**src/rtl/ucup_mem_pkg.sv**
```systemverilog
// rtl/ucup_mem_pkg.sv - shared types and widths for the uCup external memory bridge
package ucup_mem_pkg;

    localparam int MemAddrW    = 32;
    localparam int MemDataW    = 32;
    localparam int MemBeW      = 4;
    localparam int ExtMemPorts = 2;

    typedef struct packed {
        logic                we;
        logic [MemBeW-1:0]   be;
        logic [MemAddrW-1:0] addr;
        logic [MemDataW-1:0] wdata;
    } mem_req_t;

    typedef enum logic {
        ST_IDLE,
        ST_ISSUE
    } issue_state_e;

endpackage

```
**src/rtl/ucup_req_fifo.sv**
```systemverilog
// rtl/ucup_req_fifo.sv - request buffer with extra-MSB pointers for full/empty detection
module ucup_req_fifo
    import ucup_mem_pkg::*;
#(
    parameter int Depth = 4
) (
    input  logic                   clk_i,
    input  logic                   rst_i,
    input  logic                   push_i,
    input  mem_req_t               data_i,
    input  logic                   pop_i,
    output mem_req_t               head_o,
    output logic                   full_o,
    output logic                   empty_o,
    output logic [$clog2(Depth):0] count_o
);

    localparam int AW = $clog2(Depth);

    logic [AW:0] r_wptr;
    logic [AW:0] r_rptr;
    mem_req_t    r_mem [Depth];

    logic w_full;
    logic w_empty;
    logic w_do_pop;
    logic w_do_push;

    assign w_full    = (r_wptr[AW] != r_rptr[AW]) && (r_wptr[AW-1:0] == r_rptr[AW-1:0]);
    assign w_empty   = (r_wptr == r_rptr);
    assign w_do_pop  = pop_i && !w_empty;
    // A full buffer still takes a push when the head leaves in the same cycle.
    assign w_do_push = push_i && (!w_full || w_do_pop);

    always_ff @(posedge clk_i) begin
        if (rst_i) begin
            r_wptr <= '0;
            r_rptr <= '0;
        end else begin
            if (w_do_push) r_wptr <= r_wptr + 1'b1;
            if (w_do_pop)  r_rptr <= r_rptr + 1'b1;
        end
    end

    always_ff @(posedge clk_i) begin
        if (w_do_push) r_mem[r_wptr[AW-1:0]] <= data_i;
    end

    assign head_o  = r_mem[r_rptr[AW-1:0]];
    assign full_o  = w_full;
    assign empty_o = w_empty;
    assign count_o = r_wptr - r_rptr;

endmodule

```
**src/rtl/ucup_ext_mem_bridge.sv**
```systemverilog
// rtl/ucup_ext_mem_bridge.sv - buffers SoC memory requests and issues them to one external port
module ucup_ext_mem_bridge
    import ucup_mem_pkg::*;
#(
    parameter int FifoDepth      = 4,
    parameter int MaxOutstanding = 4
) (
    input  logic        clk_sys_i,
    input  logic        rst_sys_i,
    input  logic        mem_req_i,
    input  logic        mem_we_i,
    input  logic [3:0]  mem_be_i,
    input  logic [31:0] mem_addr_i,
    input  logic [31:0] mem_wdata_i,
    output logic        mem_rvalid_o,
    output logic [31:0] mem_rdata_o,
    output logic        ext_req_o,
    input  logic        ext_gnt_i,
    output logic        ext_we_o,
    output logic [3:0]  ext_be_o,
    output logic [31:0] ext_addr_o,
    output logic [31:0] ext_wdata_o,
    input  logic        ext_rvalid_i,
    input  logic [31:0] ext_rdata_i,
    output logic        overflow_o,
    output logic        spurious_o
);

    localparam int              CntW   = $clog2(FifoDepth) + 1;
    localparam logic [3:0]      MaxOut = 4'(MaxOutstanding);

    issue_state_e r_state;
    logic [3:0]   r_outstanding;
    logic         r_overflow;
    logic         r_spurious;
    logic         r_mem_rvalid;
    logic [31:0]  r_mem_rdata;

    mem_req_t        w_req_in;
    mem_req_t        w_head;
    logic            w_full;
    logic            w_empty;
    logic [CntW-1:0] w_count;
    logic            w_pop;
    logic            w_push_ok;
    logic            w_rsp;
    logic [CntW-1:0] w_cnt_next;
    logic [3:0]      w_out_next;
    logic            w_can_issue_next;

    assign w_req_in = '{we: mem_we_i, be: mem_be_i, addr: mem_addr_i, wdata: mem_wdata_i};

    ucup_req_fifo #(.Depth(FifoDepth)) u_req_fifo (
        .clk_i   (clk_sys_i),
        .rst_i   (rst_sys_i),
        .push_i  (mem_req_i),
        .data_i  (w_req_in),
        .pop_i   (w_pop),
        .head_o  (w_head),
        .full_o  (w_full),
        .empty_o (w_empty),
        .count_o (w_count)
    );

    assign w_pop      = ext_req_o && ext_gnt_i && !w_empty;
    assign w_push_ok  = mem_req_i && (!w_full || w_pop);
    assign w_rsp      = ext_rvalid_i && (r_outstanding != 4'd0);
    assign w_cnt_next = w_count + CntW'(w_push_ok) - CntW'(w_pop);
    assign w_out_next = r_outstanding + 4'(w_pop) - 4'(w_rsp);

    // Deciding on next-cycle occupancy keeps ext_req_o registered yet one cycle behind mem_req_i.
    assign w_can_issue_next = (w_cnt_next != '0) && (w_out_next < MaxOut);

    always_ff @(posedge clk_sys_i) begin
        if (rst_sys_i) begin
            r_state       <= ST_IDLE;
            r_outstanding <= 4'd0;
            r_overflow    <= 1'b0;
            r_spurious    <= 1'b0;
            r_mem_rvalid  <= 1'b0;
            r_mem_rdata   <= 32'd0;
        end else begin
            case (r_state)
                ST_IDLE:  if (w_can_issue_next)          r_state <= ST_ISSUE;
                ST_ISSUE: if (w_pop && !w_can_issue_next) r_state <= ST_IDLE;
                default:                                  r_state <= ST_IDLE;
            endcase
            r_outstanding <= w_out_next;
            if (mem_req_i && w_full && !w_pop)          r_overflow <= 1'b1;
            if (ext_rvalid_i && r_outstanding == 4'd0)  r_spurious <= 1'b1;
            r_mem_rvalid <= w_rsp;
            if (w_rsp) r_mem_rdata <= ext_rdata_i;
        end
    end

    // The head is only presented while requesting so idle/reset outputs read as zero.
    assign ext_req_o    = (r_state == ST_ISSUE);
    assign ext_we_o     = ext_req_o ? w_head.we    : 1'b0;
    assign ext_be_o     = ext_req_o ? w_head.be    : 4'd0;
    assign ext_addr_o   = ext_req_o ? w_head.addr  : 32'd0;
    assign ext_wdata_o  = ext_req_o ? w_head.wdata : 32'd0;
    assign mem_rvalid_o = r_mem_rvalid;
    assign mem_rdata_o  = r_mem_rdata;
    assign overflow_o   = r_overflow;
    assign spurious_o   = r_spurious;

endmodule

```
**config.mk**
```make
export PLATFORM = sky130hd
export DESIGN_NAME = ucup_ext_mem_bridge
export DESIGN_NICKNAME = d
export VERILOG_FILES = /design/src/rtl/ucup_mem_pkg.sv /design/src/rtl/ucup_req_fifo.sv /design/src/rtl/ucup_ext_mem_bridge.sv
export SDC_FILE = /design/constraint.sdc
export NUM_CORES = 1
export LEC_CHECK = 0
export CAP_MARGIN = 20
export CORE_MARGIN = 3
export CORE_UTILIZATION = 40
export CTS_CLUSTER_DIAMETER = 150
export DETAILED_ROUTE_END_ITERATION = 10
export GPL_ROUTABILITY_DRIVEN = 0
export PLACE_DENSITY = 0.65
export SLEW_MARGIN = 20
export SYNTH_ARGS = -nofsm -noshare
export SYNTH_HDL_FRONTEND = slang
export SYNTH_SLANG_ARGS = --single-unit
```
**constraint.sdc**
```tcl
create_clock -name clk_sys_i -period 3.85 [get_ports clk_sys_i]
set_input_delay 0.77 -clock clk_sys_i [delete_from_list [all_inputs] [get_ports clk_sys_i]]
set_output_delay 0.77 -clock clk_sys_i [all_outputs]
set_load 0.02 [all_outputs]
```
==> run metrics, run 1 <==
Synth top cells by count edfxtp_1, and2_1, mux4_2; Fillers 2496; largest net degree at the start of global routing 73; Rows between 60 and 70; Core Area about 0.031 mm2; drt wl/cell about 20 um; Chip Height around 180 um; max_slew headroom 47.8%; Worst EP required approximately 3.1 ns; xor/xnor share of the synthesized area less than 1%; kind of critical path reg -> out; Yosys cell types 36; register area about 0.0093 mm2; WHS Path Cells 2; Leak roughly 5.3 nW; Crit. End Element primary output; #FFs+latches synth around 320; worst-skew pair later-pin latency ~0.51 ns; footprint of the multi-input gates 0.00301 mm2; die width between 150 and 200 um; min-delay src mem_rdata_o[21]; Hold Buf Count CTS 0; setup_tns 0 ns; post-synthesis sequential area ratio roughly three quarters; Async S/R FF share, synth 0%; share of layout cells above drive strength 1 between 10% and 20%; largest family of logic cells by synthesized area multiplexers; syn nets 797; Initial DRC Count ~380; syn avg cell area about 19 um2; vias per cell approximately 5.0; Final Max Slew Viols 0; Final Hold Viols 0; nets 1028; Synth Area in Simple Gates about 6.5%; maxcap violations 0; Boundary Pins roughly 210; Final HPWL DP approximately 16000 um; post-synthesis cell count ~680; CTS HTree Levels 2; reg2reg setup slack 0.88 ns; Area Growth Syn to Fin 30.4%; minimum clock period approximately 3.5 ns; Initial Utilization between 40% and 50%; via count roughly 6600; Final Cycle Share 90.5%; DRC viols 0; Antenna Cells 0; Worst-Margin Slew 0.783 ns; Hold Path End mem_rdata_o[21]; drt pass-1 iters 4; Post-CTS Resized 0; Global Route Usage Sum approximately 15%; Yosys top cell by area edfxtp_1; met3 global-route usage just under 5%; met2 Use GR approximately 25%; vias in the first global route roughly 7200; Post-synth EDFFs between 200 and 300; CTS Buf Count 36; Final setup viols 0; Reg2Reg Launch Point u_req_fifo.r_wptr[1]; CTS tree done; f_max between 200 and 300 MHz; most common cell in the netlist edfxtp_1; die area between 0.03 and 0.04 mm2; Worst EP arrival ~2.7 ns; power density over cell area 555 mW/mm2; crit path launch type flop; clock slew at reported path FFs around 0.06 ns; Synth Area in Adders approximately 1.8%; Synth area leaders edfxtp_1, mux4_2, dfxtp_1; Cell Area, Synth 0.0125 mm2; CTS Buffer Depth 3; root buffer cell clkbuf_16; # port buffers 210; DRT antenna net count 0; first-pass GRT wire length slightly above 40000 um; top fanout value on the critical path 23; status completed; Setup Skew 0.0191 ns; final WL 26000 um; GR peak layer met2; Pwr Total around 9.1 mW; unrepaired setup endpoints after global routing false; Synth Area in Compound Gates 2.24%; post-CTS setup buffer count 0; Main synth FF type edfxtp_1; met1 Usage GRT about a fifth; Hold WC Path Type reg -> reg; Peak VDD IR 0.381 mV; Yosys warning count 0; grt total ovfl 0; multiplexer area fraction after synthesis roughly 13%; cell count of the worst reg-to-reg path 9; initial antenna violation count 2; Synth top area share 66.3%; Reg-to-Reg End ext_req_o; Clock Sinks approximately 320
[power breakdown]
group          internal [mW]  switching, mW  total (mW)
clock network           1.92           1.34        3.26
logic                  0.775          0.869        1.64
registers               4.06         0.0915        4.15
total                   6.76           2.30        9.05
[cell type report]
type / instances / share of cell area (%)
multi-input cells: 300 / 18.5
clock inverters: 25 / 1.34
repair buffers: 229 / 14.4
inverters: 15 / 0.345
flip-flops and latches: 324 / 56.8
well taps: 396 / 3.04
clock buffers: 39 / 5.60
[metrics by stage]
step	util, %	cells	hold slack (ns)	setup WS, ns	area, um2
floorplan	-	675	0.533	0.365	12500
global placement	49.5	1264	0.441	0.381	15200
detailed placement	49.5	1264	0.451	0.335	15200
CTS	53.1	1328	0.458	0.277	16300
global route	53.1	1328	0.476	0.185	16300
finish	53.1	1328	0.454	0.364	16300
[worst max-delay path by stage]
stage | cells past startpoint | from | end | slack, ns
4_1_cts | 4 | flop | ext_wdata_o[25] | 0.28
3_5_place_dp | 11 | ext_gnt_i | ext_req_o | 0.34
3_3_place_gp | 11 | ext_gnt_i | ext_req_o | 0.38
2_1_floorplan | 2 | ext_gnt_i | u_req_fifo.r_mem[3][0] | 0.36
5_1_grt | 4 | flop | ext_wdata_o[25] | 0.18
6_report | 4 | flop | ext_wdata_o[25] | 0.36
[registers in the layout, summed over array words and instances (netlist names), 3 cells and up, named ones only]
| name | count |
|---|---|
| mem_rdata_o | 32 |
| r_outstanding | 4 |
| u_req_fifo.r_mem | 276 |
| u_req_fifo.r_rptr | 3 |
| u_req_fifo.r_wptr | 3 |
[layer usage]
metal / wire (um) / vias to the layer above
met1: 10900 / 3315
met2: 12400 / 232
met5: 34 / -
met4: 418 / 4
li1: - / 3039
met3: 2290 / 38
[kinds of logic (layout without fill, tap and decap cells)]
group / after synthesis / in the layout
adder cells (fa/ha/maj): 16 / 16
XOR/XNOR: 10 / 10
flip-flops: 324 / 324
AO/OA/AOI/OAI: 44 / 44
AND/OR/NAND/NOR: 159 / 159
multiplexers: 71 / 71
buffers and inverters: 51 / 308
[critical path, stage by stage (launching register included)]
cell	delay [ns]
dfxtp_4	0.65
buf_12	0.29
mux4_2	0.52
and2_1	0.17
clkdlybuf4s50_1	0.57
[layout by cell type, fill, tap and decap left out, types with 3 or more instances in the layout]
cell type / netlist / final
a21oi_1: 35 / 35
and2_1: 72 / 69
and2_4: 0 / 3
buf_12: 2 / 8
buf_4: 0 / 11
bufinv_16: 0 / 3
clkbuf_1: 17 / 3
clkbuf_16: 0 / 36
clkdlybuf4s50_1: 0 / 210
clkinv_1: 0 / 9
clkinv_2: 0 / 6
clkinvlp_4: 0 / 3
dfxtp_1: 48 / 45
edfxtp_1: 276 / 276
fa_1: 3 / 3
ha_1: 13 / 13
inv_1: 14 / 14
mux4_2: 69 / 69
nand2_1: 66 / 66
nor2_1: 9 / 9
nor2b_1: 3 / 3
xnor2_1: 6 / 6
No activity file was read; power rests on OpenSTA's default activity.
==> run 2, diff against run 1 <==
--- a/config.mk
+++ b/config.mk
@@ -15,4 +15,5 @@
 export SLEW_MARGIN = 20
 export SYNTH_ARGS = -nofsm -noshare
 export SYNTH_HDL_FRONTEND = slang
+export SYNTH_HIERARCHICAL = 1
 export SYNTH_SLANG_ARGS = --single-unit
==> constraint.sdc (replaced) <==
create_clock -name clk_sys_i -period 3.4 [get_ports clk_sys_i]
set_input_delay 0.68 -clock clk_sys_i [delete_from_list [all_inputs] [get_ports clk_sys_i]]
set_output_delay 0.68 -clock clk_sys_i [all_outputs]
set_load 0.02 [all_outputs]
==> run 2 against run 1 <==
Combinational power is 26% higher. Core utilization is 0.40 points lower. Power is 14% higher. Register-to-register slack worse by 0.50 ns. Highest routed layer unchanged. Sequential power is 14% higher. Final cell count is 1.8% higher. Global-route usage hardly changed. Sequential share of layout area is 1.5 points lower. Worst hold slack better by 0.018 ns. Clock skew is 0.00072 ns lower. Critical path depth is 1 higher.
==> run metrics, run 2 <==
Antenna Cells 0 (unchanged); Switching Power 2.73 mW (+19%); Area Growth Syn to Fin 29.3%; DRT antenna net count 0 (unchanged); Largest register FFs 276 (unchanged); Final setup viols 0 (unchanged); Hold Buf Count CTS 0 (unchanged); DRC viols 0 (unchanged); Chip Height 186 um (+1.7%); unrepaired setup endpoints after global routing false; vias per cell 5.09 (+2.0%); nets 1049 (+2.0%); root buffer cell clkbuf_16; max_slew headroom 29.4% (-18 points); final instance area 0.0167 mm2 (+2.6%); Slowest-stage cell, CP clkdlybuf4s50_1; footprint of the multi-input gates 0.00338 mm2 (+12%); post-CTS setup buffer count 4 (+4); die area 0.0345 mm2 (+3.4%); CP Cell Sequence buf_4, buf_12, mux4_2, and2_1, clkdlybuf4s50_1; kind of critical path reg -> out; Final Cycle Share slightly above 90%; Final Max Slew Viols 0 (unchanged); most frequent cells in the layout edfxtp_1, clkdlybuf4s50_1, and2_1, mux4_2, dfxtp_1; Synth top cells by count edfxtp_1, and2_1, mux4_2; post-synthesis cell count 693 (+2.7%); CTS HTree Levels 2 (unchanged); Worst EP arrival 2.45 ns (-0.27 ns); largest net degree at the start of global routing 70 (-4.1%); drt wl/cell 19.7 um (+0.55%); Initial Utilization 40.8% (+0.054 points); Rows 65 (+1.6%); most common cell in the netlist edfxtp_1; Yosys cell types 47 (+31%); syn avg cell area 18.7 um2 (+0.86%); CTS Buffer Depth 3 (unchanged); Final Hold Viols 0 (unchanged); Leak 5.46 nW (+2.4%); CP Buf/Inv Count 3 (+1); vias in the first global route 7284 (+1.4%); status completed; Async S/R FF share, synth 0% (unchanged); share of power burned in combinational logic 20.1% (+1.9 points); initial antenna violation count 2 (unchanged); Clock Sinks 324 (unchanged); final WL 26700 um (+2.4%); top fanout value on the critical path 14 (-39%); syn nets 816 (+2.4%); Core Area 0.0317 mm2 (+3.4%); Boundary Pins 211 (unchanged); crit path launch type flop; Fin Hold WS 0.472 ns (+0.0179 ns); Yosys top cell by area edfxtp_1; Int Pwr 7.60 mW (+13%); die width 186 um (+1.7%); first-pass GRT wire length 41000 um (+1.9%); delay-heaviest family, CP buffers and inverters; CTS Buf Count 36 (unchanged); maxcap violations 0 (unchanged); Area after DPL 0.0156 mm2 (+2.9%); grt total ovfl 0 (unchanged); Setup Skew 0.0184 ns (-0.000717 ns); Fillers 2581 (+3.4%); Cell Area, Synth 0.0129 mm2 (+3.6%); # port buffers 210 (unchanged); CP max stage delay 0.54 ns (-0.11 ns); minimum clock period roughly 3.1 ns; power density over cell area 618 mW/mm2 (+11%); drt pass-1 iters 4 (unchanged); #FFs+latches synth 324 (unchanged); clock power share 34.0% (-2.0 points); clock slew at reported path FFs 0.05 ns (about the same); Final HPWL DP 16800 um (+7.3%); Global Route Usage Sum 15.4% (-0.049 points); Crit. End Element primary output; CTS tree done; Initial DRC Count 296 (-22%); Post-synth EDFFs 276 (unchanged); share of layout cells above drive strength 1 23.3% (+6.5 points); Peak VDD IR 0.364 mV (-4.5%); Switching Fraction 26.4% (+1.1 points); post-synthesis sequential area ratio 71.5% (-2.5 points); worst-skew pair later-pin latency 0.51 ns (about the same); via count 6881 (+3.8%); f_max approximately 320 MHz; register area 0.00926 mm2 (unchanged); Main synth FF type edfxtp_1; commonest non-fill, non-tap cell in the layout edfxtp_1; Post-CTS Resized 0 (unchanged); Synth area leaders edfxtp_1, mux4_2, dfxtp_1; setup_tns 0 ns (unchanged); Hold WC Path Type reg -> reg; sequential share of power 45.9% (about the same); Worst-Margin Slew 1.06 ns (+0.276 ns); Yosys warning count 6 (+6); Synth top area share 64.0% (-2.3 points); Worst EP required 2.72 ns (-0.36 ns)
## run 2: changes by cell type in the layout (fill, tap and decap cells not counted), moves of 4 or more
| cell | delta |
|---|---|
| inv_1 | +5 |
| a21oi_2 | +30 |
| o21ai_1 | +27 |
| nand2_1 | -61 |
| buf_4 | +4 |
| buf_12 | +4 |
| a21oi_1 | -30 |
| o21ai_0 | +5 |
| nand3_2 | +30 |
| xnor2_1 | -4 |
## run 2: per-layer routing
layer / global-route usage [%] / wire length [um] / up-vias
met5: 0 / 34 / -
met2: 25.3 / 12900 / 185
li1: - / - / 3182
met1: 21.0 / 11700 / 3464
met3: 3.48 / 1510 / 46
met4: 4.14 / 518 / 4
## run 2: worst min-delay path, cell delays in order, from the launching register on
cell and delay (ns):
dfxtp_1 0.32, a21oi_1 0.04, nor2_1 0.07
## run 2: power by group through the flow
stage | Sequential, mW | Clock (mW) | Combinational [mW]
2_1_floorplan | 4.92 | 0 | 1.22
3_3_place_gp | 4.82 | 0 | 2.08
3_5_place_dp | 4.83 | 0 | 2.10
4_1_cts | 4.75 | 3.63 | 2.12
5_1_grt | 4.77 | 3.80 | 2.25
6_report | 4.74 | 3.52 | 2.07
## run 2: cell type report
cell class,count,share of cell area (%)
flip-flops and latches,324,55.3
multi-input cells,307,20.2
repair buffers,237,14.6
clock buffers,42,5.58
well taps,402,3.01
clock inverters,20,0.823
inverters,20,0.449
## run 2: cell families (layout without fill, tap and decap cells)
kind of cell	Yosys count	count (layout)	synth area share [%]
AO/OA/AOI/OAI	78	78	4.15
XOR/XNOR	5	5	0.445
adder cells (fa/ha/maj)	17	17	1.82
buffers and inverters	62	319	2.57
flip-flops	324	324	71.5
multiplexers	74	74	12.5
AND/OR/NAND/NOR	133	133	7.08
## run 2: worst paths after layout
path / startpoint / to / slack [ns] / cells past startpoint
setup / recovery: flop / ext_addr_o[21] / 0.27 / 5
hold / removal: spurious_o / spurious_o / 0.47 / 2
hold reg to reg: spurious_o / spurious_o / 0.47 / 2
setup reg to reg: u_req_fifo/r_wptr[0] / ext_req_o / 0.38 / 13
## run 2: through the flow
| step | total power, mW | setup WS, ns | instances | utilization, % |
|---|---|---|---|---|
| after floorplan | 6.14 | 0.465 | 693 | - |
| after global placement | 6.90 | 0.428 | 1286 | 49.2 |
| after detailed placement | 6.93 | 0.378 | 1286 | 49.2 |
| after CTS | 10.5 | 0.210 | 1352 | 52.7 |
| after global routing | 10.8 | 0.0454 | 1352 | 52.7 |
| final | 10.3 | 0.270 | 1352 | 52.7 |
==> run 3, diff against run 2 <==
--- a/config.mk
+++ b/config.mk
@@ -5,13 +5,15 @@
 export SDC_FILE = /design/constraint.sdc
 export NUM_CORES = 1
 export LEC_CHECK = 0
+export ABC_AREA = 1
 export CAP_MARGIN = 20
 export CORE_MARGIN = 3
-export CORE_UTILIZATION = 40
+export CORE_UTILIZATION = 55
+export CTS_BUF_LIST = sky130_fd_sc_hd__clkbuf_2
 export CTS_CLUSTER_DIAMETER = 150
 export DETAILED_ROUTE_END_ITERATION = 10
 export GPL_ROUTABILITY_DRIVEN = 0
-export PLACE_DENSITY = 0.65
+export PLACE_DENSITY = 0.84
 export SLEW_MARGIN = 20
 export SYNTH_ARGS = -nofsm -noshare
 export SYNTH_HDL_FRONTEND = slang
==> run 3 against run 2 <==
Critical path depth rose by 3. Sequential cell count did not move. Combinational power fell by 17%. Sequential power fell by 1%. Largest power group unchanged. Clock power fell by 28%. Via count rose by 34%.
==> run metrics, run 3 <==
final worst slack 0.172 ns (-0.0982 ns); first-pass GRT wire length 47500 um (+16%); max_slew headroom 52.6% (+23 points); CTS tree done; grt total ovfl 0 (unchanged); Worst EP arrival 2.55 ns (+0.10 ns); drt pass-1 iters 7 (+3); Slowest-stage cell, CP dfxtp_4; Area Growth Syn to Fin 24.7%; Setup Skew 0.0704 ns (+0.0520 ns); post-synthesis cell count 1090 (+57%); Worst EP required 2.72 ns (about the same); syn avg cell area 12.1 um2 (-35%); via count 9219 (+34%); CTS Buf Count 79 (+120%); Yosys cell types 33 (-30%); Synth Area in Simple Gates 10.4% (+3.3 points); Post-synth EDFFs 276 (unchanged); Final Hold Viols 0 (unchanged); Yosys warning count 6 (unchanged); Boundary Pins 211 (unchanged); power density over cell area 546 mW/mm2 (-12%); Largest register FFs 276 (unchanged); Initial Utilization 57.0% (+16 points); top fanout value on the critical path 45 (+31); nets 1471 (+40%); largest net degree at the start of global routing 70 (unchanged); kind of critical path reg -> out; Worst-Margin Slew 0.710 ns (-0.349 ns); Chip Height 161 um (-14%); Final Max Slew Viols 0 (unchanged); multiplexer area fraction after synthesis 0% (-12 points); GR peak layer met2; xor/xnor share of the synthesized area 0.267% (-0.18 points); Synth area leaders edfxtp_1, dfxtp_1, nor2_1; drt wl/cell 17.7 um (-10%); met2 Use GR 38.6% (+13 points); Hold WC Path Type in -> reg; Pwr Total 8.93 mW (-14%); # port buffers 210 (unchanged); Global Route Usage Sum 23.2% (+7.7 points); Crit. End Element primary output; Synth top cells by count edfxtp_1, nor2_1, nand2_1; share of layout cells above drive strength 1 15.0% (-8.3 points); minimum clock period 3.23 ns (+0.0982 ns); final WL 30300 um (+14%); met1 Usage GRT 28.1% (+7.1 points); Synth top area share 63.1% (-0.96 points); Cell Area, Synth 0.0131 mm2 (+1.5%); DRC viols 0 (unchanged); post-placement setup slack 0.456 ns (+0.0784 ns); f_max 310 MHz (-3.0%); post-synthesis sequential area ratio 70.4% (-1.1 points); most common cell in the netlist edfxtp_1; largest family of logic cells by synthesized area compound AO/OA/AOI/OAI gates; vias per cell 5.38 (+5.7%); crit path launch type flop; CTS HTree Levels 3 (+1); initial antenna violation count 3 (+1); die width 161 um (-14%); Final HPWL DP 17000 um (+1.3%); #FFs+latches synth 324 (unchanged); Peak VDD IR 0.394 mV (+8.2%); Clock Sinks 324 (unchanged); Initial DRC Count 768 (+160%); Rows 55 (-15%); Main synth FF type edfxtp_1; Hold Buf Count CTS 0 (unchanged); Synth Area in Adders 1.79% (-0.027 points); clock slew at reported path FFs 0.11 ns (+0.06 ns); CP max stage delay 0.48 ns (-0.06 ns); Synth Area in Compound Gates 10.6% (+6.5 points); Async S/R FF share, synth 0% (unchanged); Fin Hold WS 0.377 ns (-0.0948 ns); Leak 6.60 nW (+21%); Core Area 0.0231 mm2 (-27%); most frequent cells in the layout edfxtp_1, nor2_1, clkdlybuf4s50_1; Final Cycle Share 95.0% (+2.9 points); status completed; maxcap violations 0 (unchanged); syn nets 1213 (+49%); Final setup viols 0 (unchanged); root buffer cell clkbuf_2; Yosys top cell by area edfxtp_1; die area 0.0258 mm2 (-25%); worst-skew pair later-pin latency 0.89 ns (+0.38 ns); commonest non-fill, non-tap cell in the layout edfxtp_1; met3 global-route usage 7.38% (+3.9 points); vias in the first global route 9430 (+29%); CTS Buffer Depth 3 (unchanged); fin util 71.0% (+18 points); CP Cell Sequence buf_4, buf_12, buf_16, nor2_1, o22ai_1, nand2_1, inv_1, dlygate4sd2_1; DRT antenna net count 0 (unchanged)
run 3: path summary, 6_finish.rpt:
path / cells past startpoint / slack, ns / startpoint / to
worst min-delay path: 2 / 0.38 / rst_sys_i / mem_rvalid_o
worst max-delay path: 8 / 0.17 / flop / ext_wdata_o[2]
worst min register to register: 2 / 0.46 / spurious_o / spurious_o
worst max register to register: 13 / 0.37 / u_req_fifo/r_wptr[0] / u_req_fifo/r_mem[0][60]
run 3: timing repair:
| item | CTS | global route |
|---|---|---|
| endpoints found under the setup margin | 69 | 4 |
| setup buffers | 2 | 2 |
| gates cloned | 3 | 1 |
| gates resized for setup | 86 | 25 |
run 3: logic make-up after synthesis:
logic type,count (synthesis)
and+or+nand+nor,330
AOI/OAI and AO/OA,247
xor gates and xnor gates,4
DFF,324
buffers and inverters,168
adders and majority gates,17
run 3: where the power goes:
part | leakage [nW] | switching, mW | internal, mW
Combinational | 3.14 | 1.04 | 0.667
Sequential | 2.93 | 0.102 | 4.57
Clock | 0.527 | 1.49 | 1.07
run 3: routing by layer:
| layer | share of wire [%] | vias to the layer above | wire length (um) |
|---|---|---|---|
| met1 | 38 | 4366 | 11600 |
| met4 | 2.3 | 2 | 694 |
| met3 | 10 | 55 | 3050 |
| li1 | - | 4337 | - |
| met2 | 49 | 459 | 14900 |
| met5 | 0.046 | - | 14 |
run 3: stage by stage:
step	area (um2)	setup TNS (ns)	cells
after detailed placement	15500	0	1572
after global placement	15500	0	1572
final	16400	0	1714
after CTS	16300	-0.0659	1709
after global routing	16400	-0.0303	1714
after floorplan	13100	-135.40	1090
run 3: final cells by class:
type                    instances  area, um2
diodes                          2       5.00
clock buffers                 104        520
clock inverters                28        201
fillers                      1582       6680
inverters                     106        427
multi-input cells             598       3070
flip-flops and latches        324       9260
well taps                     313        392
repair buffers                239       2510
run 3: critical path, delay by kind of cell (launching register included):
kind	cells	cell delay (ns)
buf+inv	5	0.91
flops	1	0.48
compound gates	1	0.14
simple gates	2	0.16
